[src/rtl/cpu_seq_pkg.sv]
// -----------------------------------------------------------------------------
// cpu_seq_pkg
// Shared types and constants for the CPU cycle sequencer.
//   phase_t      : sequencer phase reported on the mode output
//   T0..T6       : symbolic names for the default time states
//   DEF_*        : default widths and lengths used as parameter defaults
// -----------------------------------------------------------------------------
package cpu_seq_pkg;

   // Phase encoding is visible on the mode port, so the values are fixed.
   typedef enum logic [1:0] {
      ADDRESS     = 2'd0,
      INSTRUCTION = 2'd1,
      INTERRUPT   = 2'd2
   } phase_t;

   localparam int T0 = 0;
   localparam int T1 = 1;
   localparam int T2 = 2;
   localparam int T3 = 3;
   localparam int T4 = 4;
   localparam int T5 = 5;
   localparam int T6 = 6;

   localparam int DEF_INSTR_W = 6;
   localparam int DEF_ADDR_W  = 4;
   localparam int DEF_MAX_T   = T6;
   localparam int DEF_INT_LEN = 7;

endpackage

[src/rtl/cycle_sequencer_edge_latch.sv]
// -----------------------------------------------------------------------------
// edge_latch
// Rising-edge detector with a sticky pending bit. The edge is remembered until
// the consumer clears it, so events arriving while the consumer is busy or
// frozen are never lost. Used for NMI; intended for future RESET/BRK sources.
//   clk      in  : system clock, rising edge
//   rst      in  : asynchronous active-high reset
//   sig_in   in  : raw request line
//   clear    in  : consumer acknowledges the pending event
//   pending  out : registered sticky pending flag
// -----------------------------------------------------------------------------
module edge_latch (
   input  logic clk,
   input  logic rst,
   input  logic sig_in,
   input  logic clear,
   output logic pending
);

   logic prev_q, prev_d;
   logic pending_q, pending_d;

   // A new edge wins over a simultaneous clear so a back-to-back event
   // is not swallowed by the acknowledgement of the previous one.
   always_comb begin
      prev_d    = sig_in;
      pending_d = (pending_q & ~clear) | (sig_in & ~prev_q);
   end

   always_ff @(posedge clk or posedge rst) begin
      if (rst) begin
         prev_q    <= 1'b0;
         pending_q <= 1'b0;
      end else begin
         prev_q    <= prev_d;
         pending_q <= pending_d;
      end
   end

   assign pending = pending_q;

endmodule

[src/rtl/cycle_sequencer.sv]
// -----------------------------------------------------------------------------
// cycle_sequencer
// Time-state and phase sequencer for the CPU control path, sitting between the
// opcode decoder and the control-signal ROM. Tracks T0..MAX_T, the current
// phase (ADDRESS / INSTRUCTION / INTERRUPT), latches decoded opcode fields at
// instruction boundaries, and sequences NMI/IRQ entry.
//   clk, rst                  : clock and asynchronous active-high reset
//   enable                    : low freezes all sequencer state
//   no_addressing             : opcode skips the addressing phase
//   get_instruction           : instruction boundary
//   end_addressing            : last cycle of the addressing phase
//   irq, irq_mask             : level-sensitive maskable interrupt
//   nmi                       : rising-edge non-maskable interrupt
//   decoded_instruction/address : decoder outputs to latch
//   current_instruction/address : latched opcode fields
//   time_state, mode          : current T state and phase
//   int_is_nmi                : interrupt entry came from NMI
//   int_done                  : pulse on the last interrupt cycle
//   overrun                   : pulse when T wraps with no terminating event
// -----------------------------------------------------------------------------
module cycle_sequencer
   import cpu_seq_pkg::*;
#(
   parameter int INSTR_W = DEF_INSTR_W,
   parameter int ADDR_W  = DEF_ADDR_W,
   parameter int MAX_T   = DEF_MAX_T,
   parameter int INT_LEN = DEF_INT_LEN
) (
   input  logic                         clk,
   input  logic                         rst,
   input  logic                         enable,
   input  logic                         no_addressing,
   input  logic                         get_instruction,
   input  logic                         end_addressing,
   input  logic                         irq,
   input  logic                         irq_mask,
   input  logic                         nmi,
   input  logic [INSTR_W-1:0]           decoded_instruction,
   input  logic [ADDR_W-1:0]            decoded_address,
   output logic [INSTR_W-1:0]           current_instruction,
   output logic [ADDR_W-1:0]            current_address,
   output logic [$clog2(MAX_T+1)-1:0]   time_state,
   output logic [1:0]                   mode,
   output logic                         int_is_nmi,
   output logic                         int_done,
   output logic                         overrun
);

   localparam int TIME_W = $clog2(MAX_T + 1);
   localparam logic [TIME_W-1:0] T_LAST = TIME_W'(MAX_T);
   localparam logic [TIME_W-1:0] T_INT_LAST = TIME_W'(INT_LEN - 1);
   localparam logic [TIME_W-1:0] T_ZERO = TIME_W'(T0);

   phase_t              mode_q, mode_d;
   logic [TIME_W-1:0]   time_q, time_d;
   logic [INSTR_W-1:0]  instr_q, instr_d;
   logic [ADDR_W-1:0]   addr_q, addr_d;
   logic                is_nmi_q, is_nmi_d;
   logic                nmi_pending;
   logic                nmi_clear;

   edge_latch u_nmi_latch (
      .clk     (clk),
      .rst     (rst),
      .sig_in  (nmi),
      .clear   (nmi_clear),
      .pending (nmi_pending)
   );

   // Next-state decode. An active interrupt sequence runs to completion and
   // ignores boundary inputs; otherwise boundary events are prioritised
   // NMI > IRQ > enter instruction phase > enter address phase > free-run.
   always_comb begin
      mode_d    = mode_q;
      time_d    = time_q;
      instr_d   = instr_q;
      addr_d    = addr_q;
      is_nmi_d  = is_nmi_q;
      nmi_clear = 1'b0;
      int_done  = 1'b0;
      overrun   = 1'b0;
      if (enable) begin
         if (mode_q == INTERRUPT) begin
            if (time_q == T_INT_LAST) begin
               int_done = 1'b1;
               mode_d   = ADDRESS;
               time_d   = T_ZERO;
            end else begin
               time_d = time_q + TIME_W'(1);
            end
         end else if (get_instruction && nmi_pending) begin
            mode_d    = INTERRUPT;
            time_d    = T_ZERO;
            is_nmi_d  = 1'b1;
            nmi_clear = 1'b1;
         end else if (get_instruction && irq && !irq_mask) begin
            mode_d   = INTERRUPT;
            time_d   = T_ZERO;
            is_nmi_d = 1'b0;
         end else if (end_addressing || (get_instruction && no_addressing)) begin
            mode_d = INSTRUCTION;
            time_d = T_ZERO;
            if (get_instruction) begin
               instr_d = decoded_instruction;
               addr_d  = decoded_address;
            end
         end else if (get_instruction) begin
            mode_d  = ADDRESS;
            time_d  = T_ZERO;
            instr_d = decoded_instruction;
            addr_d  = decoded_address;
         end else if (time_q == T_LAST) begin
            time_d  = T_ZERO;
            overrun = 1'b1;
         end else begin
            time_d = time_q + TIME_W'(1);
         end
      end
   end

   // Sequencer state registers; reset aborts any interrupt in progress.
   always_ff @(posedge clk or posedge rst) begin
      if (rst) begin
         mode_q   <= ADDRESS;
         time_q   <= T_ZERO;
         instr_q  <= '0;
         addr_q   <= '0;
         is_nmi_q <= 1'b0;
      end else begin
         mode_q   <= mode_d;
         time_q   <= time_d;
         instr_q  <= instr_d;
         addr_q   <= addr_d;
         is_nmi_q <= is_nmi_d;
      end
   end

   assign current_instruction = instr_q;
   assign current_address     = addr_q;
   assign time_state          = time_q;
   assign mode                = mode_q;
   assign int_is_nmi          = is_nmi_q;

endmodule

[config.mk]
export PLATFORM = sky130hd
export DESIGN_NAME = cycle_sequencer
export DESIGN_NICKNAME = d
export VERILOG_FILES = /design/src/rtl/cpu_seq_pkg.sv /design/src/rtl/cycle_sequencer_edge_latch.sv /design/src/rtl/cycle_sequencer.sv
export SDC_FILE = /design/constraint.sdc
export NUM_CORES = 1
export LEC_CHECK = 0
export BUFFER_PORTS_ARGS = -buffer_cell sky130_fd_sc_hd__buf_2
export CAP_MARGIN = 20
export CORE_UTILIZATION = 35
export DETAILED_ROUTE_END_ITERATION = 7
export GPL_TIMING_DRIVEN = 0
export SLEW_MARGIN = 15
export SYNTH_ARGS = -nofsm -noshare
export SYNTH_HDL_FRONTEND = slang
export SYNTH_HIERARCHICAL = 1
export SYNTH_SLANG_ARGS = --single-unit
[constraint.sdc]
create_clock -name clk -period 2.2 [get_ports clk]
set_input_delay 0.33 -clock clk [delete_from_list [all_inputs] [get_ports clk]]
set_output_delay 0.33 -clock clk [all_outputs]
set_load 0.005 [all_outputs]
==> flow_metrics.env <==
export IMPL_outcome="complete, no violations"
export IMPL_die_height_um=50.5
export IMPL_post_route_min_period_ps=1820
export IMPL_vias_per_cell=4.90
export IMPL_switching_share_pct=31.7
export IMPL_die_w_um=50.5
export IMPL_first_pass_iters=3
export IMPL_netlist_instances=68
export IMPL_top_layer_used="met4"
export IMPL_dp_hpwl_um=1250
export IMPL_p_int_uw=835
export IMPL_fin_ws_ps=378
export IMPL_drive_gt1_share_pct=50.0
export IMPL_rsz0062_at_grt="false"
export IMPL_worst_setup_path_type="reg -> reg"
export IMPL_p_per_area_nw_per_um2=1130
export IMPL_synth_edf_count=0
export IMPL_wl_per_cell_um=11.8
export IMPL_cts_path_max_buffers=2
export IMPL_synth_area_leader_cell="dfrtp_1"
export IMPL_clk_pin_slew_ps=100
export IMPL_finalSetupViolCount=0
export IMPL_tns_ps=0
export IMPL_reg2regPathDepth=4
export IMPL_finalHoldViolCount=0
export IMPL_num_rows=17
export IMPL_synth_seq_cells=18
export IMPL_io_buffers=35
export IMPL_diodes=0
export IMPL_cp_cell_sequence="nor2b_2, buf_6, nor4_4, mux2_2"
export IMPL_comb_power_share_pct=37.3
export IMPL_cts_repair_resized=0
export IMPL_p_seq_share_pct=46.6
export IMPL_ant_nets=0
export IMPL_antenna_found_initial=0
export IMPL_place_ws_ps=383
export IMPL_cts_root_buf="clkbuf_4"
export IMPL_drv_cap=0
export IMPL_drv_slew=0
export IMPL_drcViolationCount=0
export IMPL_power_switching_uw=388
export IMPL_synth_ff_type="dfrtp_1"
export IMPL_tightestPinTransition_ps=682
export IMPL_ys_top_cells_by_area="dfrtp_1 55%, mux2_2 14%, inv_1 2.7%, o211ai_1 2.7%, nor4_4 2.6%"
export IMPL_wl_met2_um=822
export IMPL_ios=37
export IMPL_syn_nets=87
export IMPL_min_period_over_period_pct=82.8
export IMPL_core_area_sq_um=2210
export IMPL_fin_util_pct=48.9
export IMPL_wl_met3_um=73
export IMPL_dp_cells=131
export IMPL_hold_class="in -> reg"
export IMPL_finalNetCount=128
export IMPL_finalWirelength_um=1600
export IMPL_place_gp_congestion=0.813
export IMPL_syn_avg_cell_area_sq_um=12.1
export IMPL_async_flop_share_pct=100
export IMPL_cp_end_kind="flip-flop"
export IMPL_holdPathStages=1
export IMPL_grt_max_degree=17
export IMPL_vdd_ir_drop_max_mv=0.572
export IMPL_yosysTopAreaCellShare_pct=54.6
export IMPL_track_usage_pct=13.5
export IMPL_dieArea_sq_um=2550
export IMPL_max_slew_margin_rel_pct=54.2
export IMPL_grt_pass1_wl_um=2460
export IMPL_area_delta_synth_final_pct=31.1
export IMPL_required_ps=2380
export IMPL_numCtsBuffers=3
export IMPL_netlist_area_sq_um=825
export IMPL_layout_commonest_cell="buf_2"
export IMPL_synth_distinct_cells=26
export IMPL_htree_levels=1
export IMPL_holdWs_ps=153
export IMPL_p_leak_nw=0.539
export IMPL_grt_pass1_vias=610
export IMPL_worst_path_max_delay_cell="nor4_4"
export IMPL_power_mw=1.22
export IMPL_fmax_mhz=549
export IMPL_slowest_delay_ps=590
export IMPL_grt_overflow=0
export IMPL_p_clk_share_pct=16.2
export IMPL_path_max_fanout=10
export IMPL_ys_seq_area_share_pct=54.6
export IMPL_start_util_pct=37.3
export IMPL_critical_path_arrival_ps=2000
export IMPL_final_cell_count_no_fill=136
export IMPL_clock_sinks=18
export IMPL_vias=666
export IMPL_clock_latency_ps=290
export IMPL_place_area_sq_um=1030
export IMPL_fin_skew_ps=1.61
export IMPL_ys_warn_count=6
export IMPL_design_area_sq_um=1080
export IMPL_cts_tree="yes"
export IMPL_start_kind="flip-flop"
export IMPL_final_cell_mix="36 x buf_2, 18 x dfrtp_1, 10 x mux2_2"
export IMPL_wl_met1_um=675
export IMPL_drt_iter0_drc=8
path summary, 6_finish.rpt:
| kind | startpoint | end | slack (ps) |
|---|---|---|---|
| max | mode[1] | current_instruction[4] | 380 |
| min | nmi | u_nmi_latch/prev_q | 150 |
| max reg2reg | mode[1] | current_instruction[4] | 380 |
| min reg2reg | u_nmi_latch/prev_q | u_nmi_latch/pending | 440 |
| max in group asynchronous | rst | time_state[1] | 1160 |
| min in group asynchronous | rst | u_nmi_latch/prev_q | 430 |
flip-flops by register name (all words and copies together), names as in the netlist:
register and count:
u_nmi_latch/prev_q 1, time_state 3, current_instruction 6, u_nmi_latch/pending 1, int_is_nmi 1, mode 2, current_address 4
critical path: cells and delay by family, from the launching register on:
family	cells	cell delay (ps)
buffers and inverters	1	140
flip-flops	1	410
multiplexers	1	410
AND/OR/NAND/NOR	2	760
Yosys cell counts (all sizes together), types with 2 or more instances:
library cell  number
dfrtp             18
nor2               3
o21ai              4
nand2              2
o211ai             3
mux2              10
buf                2
nor4               2
inv                6
nor3b              2
a21oi              2
nand3              2
routing by layer:
layer | GRT usage [%] | up-vias
li1 | - | 322
met4 | 8.33 | 0
met5 | 0 | -
met1 | 14.4 | 321
met3 | 3.64 | 4
met2 | 23.6 | 19
power groups by stage:
stage / clock network [mW] / logic (mW) / registers, mW
global route: 0.224 / 0.502 / 0.595
CTS: 0.207 / 0.464 / 0.573
global placement: 0 / 0.447 / 0.570
detailed placement: 0 / 0.462 / 0.580
finish: 0.198 / 0.456 / 0.570
floorplan: 0 / 0.250 / 0.584
area by class of cell:
type / count / area, sq um
timing repair buffer: 36 / 185
inverter: 6 / 22.5
tap: 28 / 35.0
fill: 227 / 1130
buffer: 2 / 16.3
multi-input combinational: 42 / 335
sequential: 18 / 450
clock buffer: 4 / 36.3
kinds of logic (layout without fill, tap and decap cells):
family / count (synthesis) / count (layout) / share of synthesized area [%]
buffers and inverters: 8 / 48 / 4.70
AO/OA/AOI/OAI: 15 / 15 / 12.9
multiplexers: 10 / 10 / 13.7
flip-flops: 18 / 18 / 54.6
AND/OR/NAND/NOR: 17 / 17 / 14.1
what timing repair did:
item,4_1_cts,5_1_grt
buffers inserted,0,0
hold buffers,1,0
hold endpoints to repair,2,0
Power figures use the tool's default switching activity.
